**config.mk**
```make
export PLATFORM = sky130hd
export DESIGN_NAME = rom_access_arbiter
export DESIGN_NICKNAME = d
export VERILOG_FILES = /design/src/rtl/rom_access_arbiter.sv
export SDC_FILE = /design/constraint.sdc
export NUM_CORES = 1
export LEC_CHECK = 0
export CORE_ASPECT_RATIO = 1.75
export CORE_MARGIN = 8
export CORE_UTILIZATION = 38
export CTS_CLUSTER_DIAMETER = 60
export DETAILED_ROUTE_END_ITERATION = 12
export GPL_ROUTABILITY_DRIVEN = 0
export PLACE_DENSITY = 0.78
export SLEW_MARGIN = 20
export SYNTH_ARGS = -nofsm -noshare
export SYNTH_HDL_FRONTEND = slang
export SYNTH_SLANG_ARGS = --single-unit
export TNS_END_PERCENT = 100
```
**constraint.sdc**
```tcl
create_clock -name MCKR -period 1.88 [get_ports MCKR]
set_input_delay 0.376 -clock MCKR [delete_from_list [all_inputs] [get_ports MCKR]]
set_output_delay 0.376 -clock MCKR [all_outputs]
set_load 0.01 [all_outputs]
```
**src/rtl/rom_access_arbiter.sv**
```systemverilog
// Shares the program ROM banks between the CPU bus and an auxiliary requester with round-robin grants.
// Ack and data appear ROM_LAT+1 cycles after the sampling edge; each port holds req until ack (4-phase).
module rom_access_arbiter #(
  parameter int          ROM_LAT    = 1,
  parameter int          RESET_HOLD = 31,
  parameter logic [15:0] UNMAPPED   = 16'hFFFF
) (
  input  logic        MCKR,
  input  logic        reset,
  input  logic        cpu_req,
  input  logic [22:0] cpu_addr,
  output logic        cpu_ack,
  output logic [15:0] cpu_data,
  input  logic        aux_req,
  input  logic [22:0] aux_addr,
  output logic        aux_ack,
  output logic [15:0] aux_data,
  output logic        rom_en,
  output logic [16:0] rom_addr,
  output logic        rom_hsel,
  input  logic [15:0] rom_datah,
  input  logic [15:0] rom_datal,
  output logic        sys_rdy
);

  localparam int HW = $clog2(RESET_HOLD + 1);
  localparam int WW = (ROM_LAT > 1) ? $clog2(ROM_LAT) : 1;

  typedef enum logic [1:0] {IDLE = 2'd0, READ = 2'd1, WAIT = 2'd2, ACK = 2'd3} state_t;

  state_t        state_q, state_d;
  logic [HW-1:0] hold_cnt_q, hold_cnt_d;
  logic [WW-1:0] wcnt_q, wcnt_d;
  logic [16:0]   addr_q, addr_d;
  logic          hsel_q, hsel_d;
  logic          unmap_q, unmap_d;
  logic          gnt_aux_q, gnt_aux_d;
  logic          last_aux_q, last_aux_d;
  logic          abort_q, abort_d;
  logic          cpu_ack_q, cpu_ack_d;
  logic          aux_ack_q, aux_ack_d;
  logic [15:0]   cpu_data_q, cpu_data_d;
  logic [15:0]   aux_data_q, aux_data_d;

  logic        rdy;
  logic        any_req;
  logic        gnt_req;
  logic        pick_aux;
  logic [22:0] sel_addr;
  logic [15:0] cap_data;

  assign rdy      = (hold_cnt_q == HW'(RESET_HOLD));
  assign any_req  = cpu_req | aux_req;
  assign gnt_req  = gnt_aux_q ? aux_req : cpu_req;
  // On a tie the port that was not served last wins.
  assign pick_aux = aux_req & (~cpu_req | ~last_aux_q);
  assign sel_addr = pick_aux ? aux_addr : cpu_addr;
  assign cap_data = unmap_q ? UNMAPPED : (hsel_q ? rom_datah : rom_datal);

  always_ff @(posedge MCKR) begin
    if (reset) begin
      state_q    <= IDLE;
      hold_cnt_q <= '0;
      wcnt_q     <= '0;
      addr_q     <= '0;
      hsel_q     <= 1'b0;
      unmap_q    <= 1'b0;
      gnt_aux_q  <= 1'b0;
      last_aux_q <= 1'b1;
      abort_q    <= 1'b0;
      cpu_ack_q  <= 1'b0;
      aux_ack_q  <= 1'b0;
      cpu_data_q <= '0;
      aux_data_q <= '0;
    end else begin
      state_q    <= state_d;
      hold_cnt_q <= hold_cnt_d;
      wcnt_q     <= wcnt_d;
      addr_q     <= addr_d;
      hsel_q     <= hsel_d;
      unmap_q    <= unmap_d;
      gnt_aux_q  <= gnt_aux_d;
      last_aux_q <= last_aux_d;
      abort_q    <= abort_d;
      cpu_ack_q  <= cpu_ack_d;
      aux_ack_q  <= aux_ack_d;
      cpu_data_q <= cpu_data_d;
      aux_data_q <= aux_data_d;
    end
  end

  always_comb begin
    state_d = state_q;
    case (state_q)
      IDLE:    if (rdy && any_req) state_d = READ;
      READ:    state_d = WAIT;
      WAIT:    if (wcnt_q == '0) state_d = (gnt_req && !abort_q) ? ACK : IDLE;
      ACK:     if (!gnt_req) state_d = IDLE;
      default: state_d = IDLE;
    endcase
  end

  always_comb begin
    hold_cnt_d = rdy ? hold_cnt_q : hold_cnt_q + HW'(1);
    wcnt_d     = wcnt_q;
    addr_d     = addr_q;
    hsel_d     = hsel_q;
    unmap_d    = unmap_q;
    gnt_aux_d  = gnt_aux_q;
    last_aux_d = last_aux_q;
    abort_d    = abort_q;
    cpu_ack_d  = cpu_ack_q;
    aux_ack_d  = aux_ack_q;
    cpu_data_d = cpu_data_q;
    aux_data_d = aux_data_q;
    case (state_q)
      IDLE: begin
        if (rdy && any_req) begin
          gnt_aux_d = pick_aux;
          addr_d    = sel_addr[16:0];
          hsel_d    = sel_addr[18];
          unmap_d   = (|sel_addr[22:19]) | (sel_addr[18] & (|sel_addr[17:12]));
          abort_d   = 1'b0;
        end
      end
      READ: begin
        wcnt_d = WW'(ROM_LAT - 1);
        if (!gnt_req) abort_d = 1'b1;
      end
      WAIT: begin
        if (wcnt_q != '0) begin
          wcnt_d = wcnt_q - WW'(1);
          if (!gnt_req) abort_d = 1'b1;
        end else if (gnt_req && !abort_q) begin
          if (gnt_aux_q) begin
            aux_data_d = cap_data;
            aux_ack_d  = 1'b1;
          end else begin
            cpu_data_d = cap_data;
            cpu_ack_d  = 1'b1;
          end
        end else begin
          // Abandoned read: the grant still counts for fairness.
          last_aux_d = gnt_aux_q;
        end
      end
      ACK: begin
        if (!gnt_req) begin
          cpu_ack_d  = 1'b0;
          aux_ack_d  = 1'b0;
          last_aux_d = gnt_aux_q;
        end
      end
      default: ;
    endcase
  end

  always_comb begin
    rom_en   = (state_q == READ) && !unmap_q;
    rom_addr = addr_q;
    rom_hsel = hsel_q;
    cpu_ack  = cpu_ack_q;
    cpu_data = cpu_data_q;
    aux_ack  = aux_ack_q;
    aux_data = aux_data_q;
    sys_rdy  = rdy;
  end

endmodule

```
==> results of run 1 <==
-- layout make-up --
class                           instances  area (µm²)
Sequential cell                        63        1260
Timing Repair Buffer                  155        1570
Tap cell                               90         113
Clock buffer                           10         229
Inverter                                3        11.3
Fill cell                             657        2960
Clock inverter                          6        83.8
Multi-Input combinational cell        227        1570
-- synth_stat cells, types with 2 or more instances --
cell,number,area (µm²)
nor2b_1,18,113
buf_4,5,37.5
o21a_1,2,15.0
nor4_1,4,25.0
xor2_1,2,17.5
inv_1,3,11.3
and3_1,2,12.5
mux2_2,2,22.5
buf_2,6,30.0
buf_6,4,45.0
nor2_1,62,233
ha_1,7,87.6
mux2i_1,21,210
nand4b_1,2,17.5
a21oi_1,9,45.0
clkbuf_1,14,52.6
dfxtp_1,63,1260
a211oi_2,7,87.6
o21ai_0,5,25.0
nand2_1,2,7.51
nor3b_1,4,30.0
a211oi_1,60,450
-- metal layers --
layer | wire length (µm) | track usage | vias up
met1 | 3600 | 0.160 | 1348
li1 | - | - | 1441
met3 | 495 | 0.0477 | 16
met4 | 237 | 0.0786 | 0
met2 | 4890 | 0.297 | 91
met5 | 0 | 0 | -
-- logic make-up (layout without fill, tap and decap cells) --
family / after synthesis / in the layout
AO/OA/AOI/OAI: 90 / 90
buffers and inverters: 32 / 174
adder cells (fa/ha/maj): 7 / 7
AND/OR/NAND/NOR: 104 / 104
multiplexers: 23 / 23
flip-flops: 63 / 63
XOR/XNOR: 3 / 3
-- cell usage in the layout (no fill, tap or decap), types with 5 or more instances in the layout --
cell type and n:
a211oi_1 60, a211oi_2 7, a21oi_1 9, buf_12 6
buf_4 14, clkbuf_16 9, clkdlybuf4s50_1 132, dfxtp_1 62
ha_1 6, mux2i_1 21, nor2_1 62, nor2b_1 17
o21ai_0 5
-- flip-flops by register name, summed over array words and instances, names as in the netlist --
name	count
rom_addr	17
rom_hsel	1
unmap_q	1
cpu_ack	1
hold_cnt_q	5
gnt_aux_q	1
aux_data	16
last_aux_q	1
aux_ack	1
abort_q	1
state_q	2
cpu_data	16
-- per-stage QoR --
step | total power [mW] | util | setup TNS [ns]
after floorplan | 1.50 | - | 0
after global placement | 1.71 | 0.577 | -0.0647
after detailed placement | 1.72 | 0.577 | -0.208
after CTS | 3.45 | 0.618 | 0
after global routing | 3.54 | 0.620 | 0
final | 3.41 | 0.620 | 0
-- path summary, 6_finish.rpt --
path / from / endpoint / slack (ns) / cells past startpoint
hold / removal: rom_addr[15]$_SDFFE_PP0P_ / rom_addr[15]$_SDFFE_PP0P_ / 0.50 / 2
setup reg to reg: hold_cnt_q[1]$_SDFFE_PP0N_ / rom_addr[0]$_SDFFE_PP0P_ / 0.12 / 7
setup / recovery: hold_cnt_q[1]$_SDFFE_PP0N_ / sys_rdy / 0.08 / 4
hold reg to reg: rom_addr[15]$_SDFFE_PP0P_ / rom_addr[15]$_SDFFE_PP0P_ / 0.50 / 2
-- worst min-delay path, cell delays in order (launching register included) --
cell      delay [ns]
dfxtp_1         0.30
nor2_1          0.09
a211oi_1        0.05
-- where the power goes --
group          total (mW)  internal, mW  switching, mW  leakage (nW)
clock                1.72          1.16          0.566         0.157
combinational       0.340         0.221          0.119          1.02
sequential           1.35          1.34        0.00655         0.508
total                3.41          2.72          0.692          1.68
-- what timing repair did --
item | in CTS | in global routing
hold buffers | 0 | 0
endpoints found under the setup margin | 2 | 4
gates cloned | 0 | 0
resized for setup | 6 | 3
==> metrics.md, run 1 <==
| Metric | Value |
|---|---|
| Outcome | complete, no violations |
| Clk_skew | 0.00399 ns |
| First-pass GRT wire length | around 15,000 µm |
| Antenna-violating nets left | 0 |
| GRT Util Overall | 0.162 |
| Place WS | -0.0902 ns |
| DR pass1 iterations | 4 |
| Max-cap violations | 0 |
| WL per Instance | approximately 17 µm |
| CP Capture Type | output pin |
| Die area | about 11,000 µm² |
| Antenna violations before repair | 0 |
| Max-slew headroom | 0.633 |
| Multiplexer share of the synthesized area | 0.0780 |
| CP max FO | 4 |
| Die H | 133 µm |
| Post-route cell area | 4840 µm² |
| Maximum root-to-sink buffer count | 2 |
| Layout cells sized above 1 | 0.112 |
| Syn Area/Cell | just over 9 µm² |
| ANT cells | 0 |
| Yosys cell types | 40 |
| Gr ovfl total | 0 |
| Post-synth EDFFs | 0 |
| Initial core utilization | 0.383 |
| Crit-path cells | ha_1 -> and3_4 -> ha_4 -> clkdlybuf4s15_2 |
| Initial drt markers | between 90 and 100 |
| Crit share post-route | 0.956 |
| # clock sinks | 63 |
| Static Leak | between 1.5 and 2 nW |
| Total Wirelength | between 9000 and 10,000 µm |
| Die width | 83 µm |
| Seq/Total Area, Yosys | 0.422 |
| Post-Synth Simple-Gate Area | 0.172 |
| Syn Nets | slightly above 400 |
| Max H-tree Level | 3 |
| Largest net degree at the start of global routing | 33 |
| Tmin final | 1.80 ns |
| YS warnings | 0 |
| Async set-reset flop share out of synthesis | 0 |
| Drt drc | 0 |
| Adder-cell share of the synthesized area | 0.0293 |
| Root buffer cell | clkbuf_16 |
| Final setup viols | 0 |
| Nets | around 550 |
| CP peak stage delay | around 0.35 ns |
| Post-Layout Cell Count | ~550 |
| Worst-Skew Late Latency | approximately 0.32 ns |
| CP required | ~1.5 ns |
| WS Path Type | flop to output pin |
| Synth Area in Compound Gates | 0.231 |
| VDD IR max | roughly 0.50 mV |
| Via count of the first global-routing pass | around 3.0k |
| Worst Path Arrival | 1.42 ns |
| Post-CTS Setup Repair Bufs | 0 |
| Setup WS post-layout | just over 0.08 ns |
| Cell Pwr Density | 705 nW/µm² |
| Worst path bufs/invs | 1 |
| Drt via density | approximately 5.2 |
| Worst path slowest cell | dfxtp_1 |
| Core Region | around 7800 µm² |
| Xor/xnor share of the synthesized area | 0.00880 |
| Delay-heaviest family, CP | flip-flops |
| Startpoint Class | flop |
| DP HPWL | between 7000 and 8000 µm |
| # port buffers | ~140 |
| Fin. max-slew vios | 0 |
| Synthesized instance count | approximately 320 |
| Largest family of logic cells by synthesized area | compound AO/OA/AOI/OAI gates |
| Synth Flop Type | dfxtp_1 |
| #FFs+latches synth | between 60 and 70 |
| Cell Count Post-Placement | roughly 540 |
| RSZ-0062 raised after global routing | false |
| Num CTS Buffers | 9 |
| Final Hold Viols | 0 |
| Core Rows | 43 |
| Placement Cell Area | about 4500 µm² |
| Fmax | ~560 MHz |
| CTS tree | done |
| Hold Path Class | flop to flop |
| Fin Hold WS | around 0.50 ns |
| Vias | a little under 3k |
| Synthesized cell area | roughly 3000 µm² |
| Clock-pin transition on the worst setup and hold timing paths | 0.05 ns |
| Num ports | about 140 |
| Worst Tran Pin Value | ~0.55 ns |
| Layout area overhead | 62.1% |
Note: power is estimated with default switching activity, not from simulation.
==> inputs of run 2 (changes only) <==
==> constraint.sdc (replaced) <==
create_clock -name MCKR -period 1.88 [get_ports MCKR]
set_input_delay 0.188 -clock MCKR [delete_from_list [all_inputs] [get_ports MCKR]]
set_output_delay 0.188 -clock MCKR [all_outputs]
set_load 0.01 [all_outputs]
==> run 2 against run 1 <==
Utilization fell by 0.47 points. Worst setup slack improved by 0.026 ns. First-iteration DRC count rose by 27%. Largest power group unchanged.
==> metrics.md, run 2 (synthesis gave the netlist of run 1 again) <==
| Metric | Value |
|---|---|
| Die H | 133 µm (unchanged) |
| CP max FO | 33 (was 4) |
| Core Region | 7800 µm² (unchanged) |
| Largest register FFs | 17 (unchanged) |
| Die area | 11,100 µm² (unchanged) |
| Core Rows | 43 (unchanged) |
| Die width | 83 µm (unchanged) |
| Drt via density | 5.16 (was 5.23) |
| Initial drt markers | 124 (was 98) |
| Initial core utilization | 0.383 (unchanged) |
| CTS tree | done (unchanged) |
| Num CTS Buffers | 9 (unchanged) |
| Final Hold Viols | 0 (unchanged) |
| Root buffer cell | clkbuf_16 (unchanged) |
| First-pass GRT wire length | 15,100 µm (was 14,700 µm) |
| CP required | 1.69 ns (was 1.50 ns) |
| CTS Hold Bufs | 0 (unchanged) |
| Worst-Skew Late Latency | 0.33 ns (was 0.32 ns) |
| Worst Tran Pin Value | 0.435 ns (was 0.551 ns) |
| Reg-to-Reg Start | hold_cnt_q[1]$_SDFFE_PP0N_ (unchanged) |
| Max H-tree Level | 3 (unchanged) |
| Most frequent cells in the layout | 132 x clkdlybuf4s50_1, 62 x nor2_1, 62 x dfxtp_1, 60 x a211oi_1, 21 x mux2i_1 (unchanged) |
| Vias | 2,845 (was 2,896) |
| Fmax | 564 MHz (was 556 MHz) |
| Antenna violations before repair | 0 (unchanged) |
| Nets | 545 (was 548) |
| Layout area overhead | 60.9% (was 62.1%) |
| # port buffers | 135 (unchanged) |
| Startpoint Class | flop (unchanged) |
| WL per Instance | 16.4 µm (was 16.6 µm) |
| Fin. max-slew vios | 0 (unchanged) |
| Static Leak | 1.67 nW (was 1.68 nW) |
| Crit share post-route | 0.942 (was 0.956) |
| DR pass1 iterations | 3 (was 4) |
| Min-delay src | reset (was rom_addr[15]$_SDFFE_PP0P_) |
| Final Core Density | 0.616 (was 0.620) |
| GRT Util Overall | 0.166 (was 0.162) |
| Antenna-violating nets left | 0 (unchanged) |
| Num ports | 136 (unchanged) |
| Crit path launch | rom_hsel$_SDFFE_PP0P_ (was hold_cnt_q[1]$_SDFFE_PP0N_) |
| Clock-pin transition on the worst setup and hold timing paths | 0.05 ns (about the same) |
| Hold Path Class | input pin to flop (was flop to flop) |
| Worst Path Arrival | 1.58 ns (was 1.42 ns) |
| ANT cells | 0 (unchanged) |
| Total Wirelength | 9020 µm (was 9220 µm) |
| Clk_skew | 0.00631 ns (was 0.00399 ns) |
| Max-cap violations | 0 (unchanged) |
| Maximum root-to-sink buffer count | 2 (unchanged) |
| Tot Pwr | 3.49 mW (was 3.41 mW) |
| Max-slew headroom | 0.708 (was 0.633) |
| Outcome | complete, no violations (unchanged) |
| DP HPWL | 7120 µm (was 7140 µm) |
| Cell Pwr Density | 727 nW/µm² (was 705 nW/µm²) |
| Layout cells sized above 1 | 0.104 (was 0.112) |
| Most common cell after layout, fill and taps aside | clkdlybuf4s50_1 (unchanged) |
| Largest net degree at the start of global routing | 38 (was 33) |
| Final setup viols | 0 (unchanged) |
| # clock sinks | 63 (unchanged) |
| Tmin final | 1.77 ns (was 1.80 ns) |
| RSZ-0062 raised after global routing | true (was false) |
| Gr ovfl total | 0 (unchanged) |
| WS Path Type | flop to output pin (unchanged) |
| VDD IR max | 0.456 mV (was 0.502 mV) |
| Drt drc | 0 (unchanged) |
| CP Capture Type | output pin (unchanged) |
| Via count of the first global-routing pass | 2,969 (was 3,000) |
-- run 2: changes by cell type in the layout (fill, tap and decap cells not counted), moves of 2 or more --
cell        delta
clkinv_2       -2
clkinvlp_4     +2
buf_12         -2
clkbuf_8       +2
-- run 2: final timing paths --
check / slack (ns) / cells past startpoint / endpoint
min reg2reg: 0.49 / 2 / rom_addr[14]$_SDFFE_PP0P_
max: 0.11 / 2 / rom_hsel
min: 0.23 / 2 / hold_cnt_q[2]$_SDFFE_PP0N_
max reg2reg: 0.17 / 7 / rom_addr[9]$_SDFFE_PP0P_
-- run 2: report_power, final --
part / switching [mW] / leakage, nW / internal [mW]
combinational: 0.118 / 1.01 / 0.216
clock: 0.579 / 0.158 / 1.23
sequential: 0.00688 / 0.508 / 1.34
total: 0.704 / 1.67 / 2.79
-- run 2: timing repair --
| item | CTS | global route |
|---|---|---|
| pin swaps | 0 | 1 |
| buffers inserted | 0 | 1 |
| setup endpoints to repair | 1 | 23 |
| cloned | 0 | 0 |
| resized for setup | 1 | 5 |
-- run 2: cell type report --
| type | count | area (µm²) |
|---|---|---|
| Inverter | 3 | 11.3 |
| Timing Repair Buffer | 152 | 1530 |
| Fill cell | 668 | 3000 |
| Sequential cell | 63 | 1260 |
| Multi-Input combinational cell | 227 | 1560 |
| Tap cell | 90 | 113 |
| Clock buffer | 11 | 253 |
| Clock inverter | 5 | 80.1 |
-- run 2: routing by layer --
layer | GRT usage | wire length [µm] | share of wire
met1 | 0.171 | 3440 | 0.38
met2 | 0.297 | 4840 | 0.54
met3 | 0.0562 | 549 | 0.061
met4 | 0.0717 | 186 | 0.021
met5 | 0 | 0 | 0
-- run 2: worst max-delay path: stages, from the launching register on --
cell	delay, ns
dfxtp_1	0.33
buf_4	0.31
clkdlybuf4s50_1	0.60
-- run 2: per-stage QoR --
| stage | instances | TNS [ns] | setup slack (ns) | cell area (µm²) | hold WS, ns |
|---|---|---|---|---|---|
| final | 551 | 0 | 0.108 | 4800 | 0.235 |
| after global routing | 551 | -0.00538 | -0.00538 | 4800 | 0.242 |
| after CTS | 550 | 0 | 0.0150 | 4780 | 0.229 |
| after detailed placement | 534 | 0 | 0.0494 | 4450 | 0.483 |
| after global placement | 534 | 0 | 0.0832 | 4450 | 0.453 |
| after floorplan | 322 | 0 | 0.0298 | 2990 | 0.391 |
==> inputs of run 3 (changes only) <==
Settings changed: CORE_UTILIZATION 38 to 39, CTS_BUF_LIST set to sky130_fd_sc_hd__clkbuf_8, PLACE_DENSITY 0.78 to 0.8.
==> run 3 against run 2 <==
Worst setup slack improved by 0.043 ns. Total power decreased by 25%. Non-clock buffer count decreased by 1. Count of clock-buffer cells in the layout decreased by 1. Critical path type unchanged. Critical endpoint is now sys_rdy.
==> metrics.md, run 3 (synthesis gave the netlist of run 1 again) <==
| Metric | Value |
|---|---|
| Startpoint Class | flop (unchanged) |
| Largest net degree at the start of global routing | 34 (was 38) |
| Fillers | 664 (was 668) |
| Vias | 2,852 (was 2,845) |
| Crit path launch | hold_cnt_q[0]$_SDFFE_PP0N_ (was rom_hsel$_SDFFE_PP0P_) |
| Maximum root-to-sink buffer count | 2 (unchanged) |
| Antenna violations before repair | 0 (unchanged) |
| Worst Path Arrival | 1.54 ns (was 1.58 ns) |
| Delay-heaviest family, CP | adder cells (was buffers and inverters) |
| Max-cap violations | 0 (unchanged) |
| CP required | 1.69 ns (about the same) |
| Post-route cell area | 4630 µm² (was 4800 µm²) |
| Root buffer cell | clkbuf_8 (was clkbuf_16) |
| Placement Cell Area | 4460 µm² (was 4450 µm²) |
| Cell Pwr Density | 567 nW/µm² (was 727 nW/µm²) |
| Setup crit end | sys_rdy (was rom_hsel) |
| Max H-tree Level | 3 (unchanged) |
| Max-slew headroom | 0.649 (was 0.708) |
| R2r setup slk | 0.18 ns (was 0.17 ns) |
| Final TNS setup | 0 ns (unchanged) |
| Num CTS Buffers | 9 (unchanged) |
| Layout cells sized above 1 | 0.0985 (was 0.104) |
| DP HPWL | 6940 µm (was 7120 µm) |
| Static Leak | 1.59 nW (was 1.67 nW) |
| Die width | 82.1 µm (was 83 µm) |
| Post-CTS Setup Repair Bufs | 0 (unchanged) |
| # port buffers | 135 (unchanged) |
| Worst-Skew Late Latency | 0.33 ns (about the same) |
| WL per Instance | 16.2 µm (was 16.4 µm) |
| Worst path slowest cell | dfxtp_2 (was clkdlybuf4s50_1) |
| Final setup viols | 0 (unchanged) |
| Initial core utilization | 0.397 (was 0.383) |
| Reg-to-Reg Start | hold_cnt_q[1]$_SDFFE_PP0N_ (unchanged) |
| Fin Hold WS | 0.373 ns (was 0.235 ns) |
| First-pass GRT wire length | 14,400 µm (was 15,100 µm) |
| Place WS | 0.0794 ns (was 0.0494 ns) |
| CP max FO | 4 (was 33) |
| Tmin final | 1.73 ns (was 1.77 ns) |
| Worst r2r path cells | 7 (unchanged) |
| WS Path Type | flop to output pin (unchanged) |
| Core Rows | 42 (was 43) |
| CTS Hold Bufs | 0 (unchanged) |
| GRT Util Overall | 0.167 (was 0.166) |
| Core Region | 7510 µm² (was 7800 µm²) |
| Most frequent cells in the layout | 132 x clkdlybuf4s50_1, 62 x nor2_1, 60 x a211oi_1, 60 x dfxtp_1, 21 x mux2i_1 (was 132 x clkdlybuf4s50_1, 62 x nor2_1, 62 x dfxtp_1, 60 x a211oi_1, 21 x mux2i_1) |
| Clock-pin transition on the worst setup and hold timing paths | 0.06 ns (was 0.05 ns) |
| Setup WS post-layout | 0.151 ns (was 0.108 ns) |
| # clock sinks | 63 (unchanged) |
| Fin. max-slew vios | 0 (unchanged) |
| DR pass1 iterations | 4 (was 3) |
| Fmax | 578 MHz (was 564 MHz) |
| Worst path bufs/invs | 1 (was 2) |
| Hold Path Class | input pin to flop (unchanged) |
| Crit share post-route | 0.920 (was 0.942) |
| Die area | 10,800 µm² (was 11,100 µm²) |
| RSZ-0062 raised after global routing | false (was true) |
| Nets | 544 (was 545) |
| Die H | 132 µm (was 133 µm) |
| Outcome | complete, no violations (unchanged) |
| Worst Tran Pin Value | 0.527 ns (was 0.435 ns) |
| Most common cell after layout, fill and taps aside | clkdlybuf4s50_1 (unchanged) |
| Final Hold Viols | 0 (unchanged) |
| Gr ovfl total | 0 (unchanged) |
| Drt drc | 0 (unchanged) |
| Initial drt markers | 61 (was 124) |
| VDD IR max | 0.455 mV (was 0.456 mV) |
| Tot Pwr | 2.62 mW (was 3.49 mW) |
| Clk_skew | 0.00711 ns (was 0.00631 ns) |
| Critical Path Stages | 4 (was 2) |
| Antenna-violating nets left | 0 (unchanged) |
| Drt via density | 5.23 (was 5.16) |
| Crit-path cells | ha_1 -> and3_1 -> ha_2 -> dlygate4sd2_1 (was buf_4 -> clkdlybuf4s50_1) |
| Via count of the first global-routing pass | 2,960 (was 2,969) |
| CTS tree | done (unchanged) |
| Largest register FFs | 17 (unchanged) |
| Reg2Reg Capture Point | state_q[1]$_SDFFE_PP0P_ (was rom_addr[9]$_SDFFE_PP0P_) |
| Num ports | 136 (unchanged) |
| Layout area overhead | 54.9% (was 60.9%) |
| Total Wirelength | 8840 µm (was 9020 µm) |
| CP peak stage delay | 0.33 ns (was 0.60 ns) |
| ANT cells | 0 (unchanged) |
| CP Capture Type | output pin (unchanged) |
run 3: cell count changes in the layout (fill, tap and decap cells not counted):
cell and change:
buf_12 +1, dfxtp_1 -2, o21ai_0 +1, clkbuf_16 -9, dfxtp_2 +2, buf_4 -2
clkinv_2 +1, clkbuf_8 +8, clkinvlp_4 -2, inv_1 +1, bufinv_16 -2, o21ai_1 -1
run 3: worst min path at each step:
stage                                    start  cells after the start                  endpoint  slack [ns]
after CTS                                reset                      2  cpu_data[1]$_SDFFE_PP0P_        0.34
after floorplan                   aux_addr[18]                      2      unmap_q$_SDFFE_PP0P_        0.39
final                                    reset                      2  cpu_data[1]$_SDFFE_PP0P_        0.37
after global placement    aux_ack$_SDFFE_PP0P_                      1      aux_ack$_SDFFE_PP0P_        0.45
after global routing                     reset                      2  cpu_data[1]$_SDFFE_PP0P_        0.38
after detailed placement  aux_ack$_SDFFE_PP0P_                      1      aux_ack$_SDFFE_PP0P_        0.46
run 3: per-stage QoR:
step                utilization  cells
floorplan                     -    322
global placement          0.593    532
detailed placement        0.593    532
CTS                       0.613    545
global route              0.616    545
finish                    0.616    545
run 3: power by group:
part | total (mW) | leakage, nW | internal, mW | switching [mW]
Sequential | 1.35 | 0.509 | 1.34 | 0.00676
Combinational | 0.327 | 1.00 | 0.213 | 0.114
Clock | 0.944 | 0.0850 | 0.482 | 0.462
Total | 2.62 | 1.59 | 2.04 | 0.583
run 3: area by class of cell:
class,instances,area [µm²],share of cell area
clock inverter,3,13.8,0.00298
sequential,63,1260,0.273
multi-input combinational,227,1560,0.337
inverter,3,11.3,0.00243
tap,88,110,0.0238
timing repair buffer,151,1530,0.331
clock buffer,10,138,0.0298
run 3: worst register-to-register path, stage by stage (launching register included):
cell	delay [ns]
dfxtp_1	0.35
ha_1	0.17
and3_1	0.16
ha_2	0.21
o21ai_0	0.14
a22oi_2	0.23
a21oi_1	0.10
a311oi_1	0.24
run 3: per-layer routing:
metal,track usage,share of wire
met1,0.174,0.38
met2,0.297,0.53
met3,0.0594,0.080
met4,0.0501,0.011
met5,0,0
run 3: timing repair:
item                                    CTS  global route
gates resized for setup                   1             7
pin swaps                                 0             1
endpoints found under the setup margin    1            21
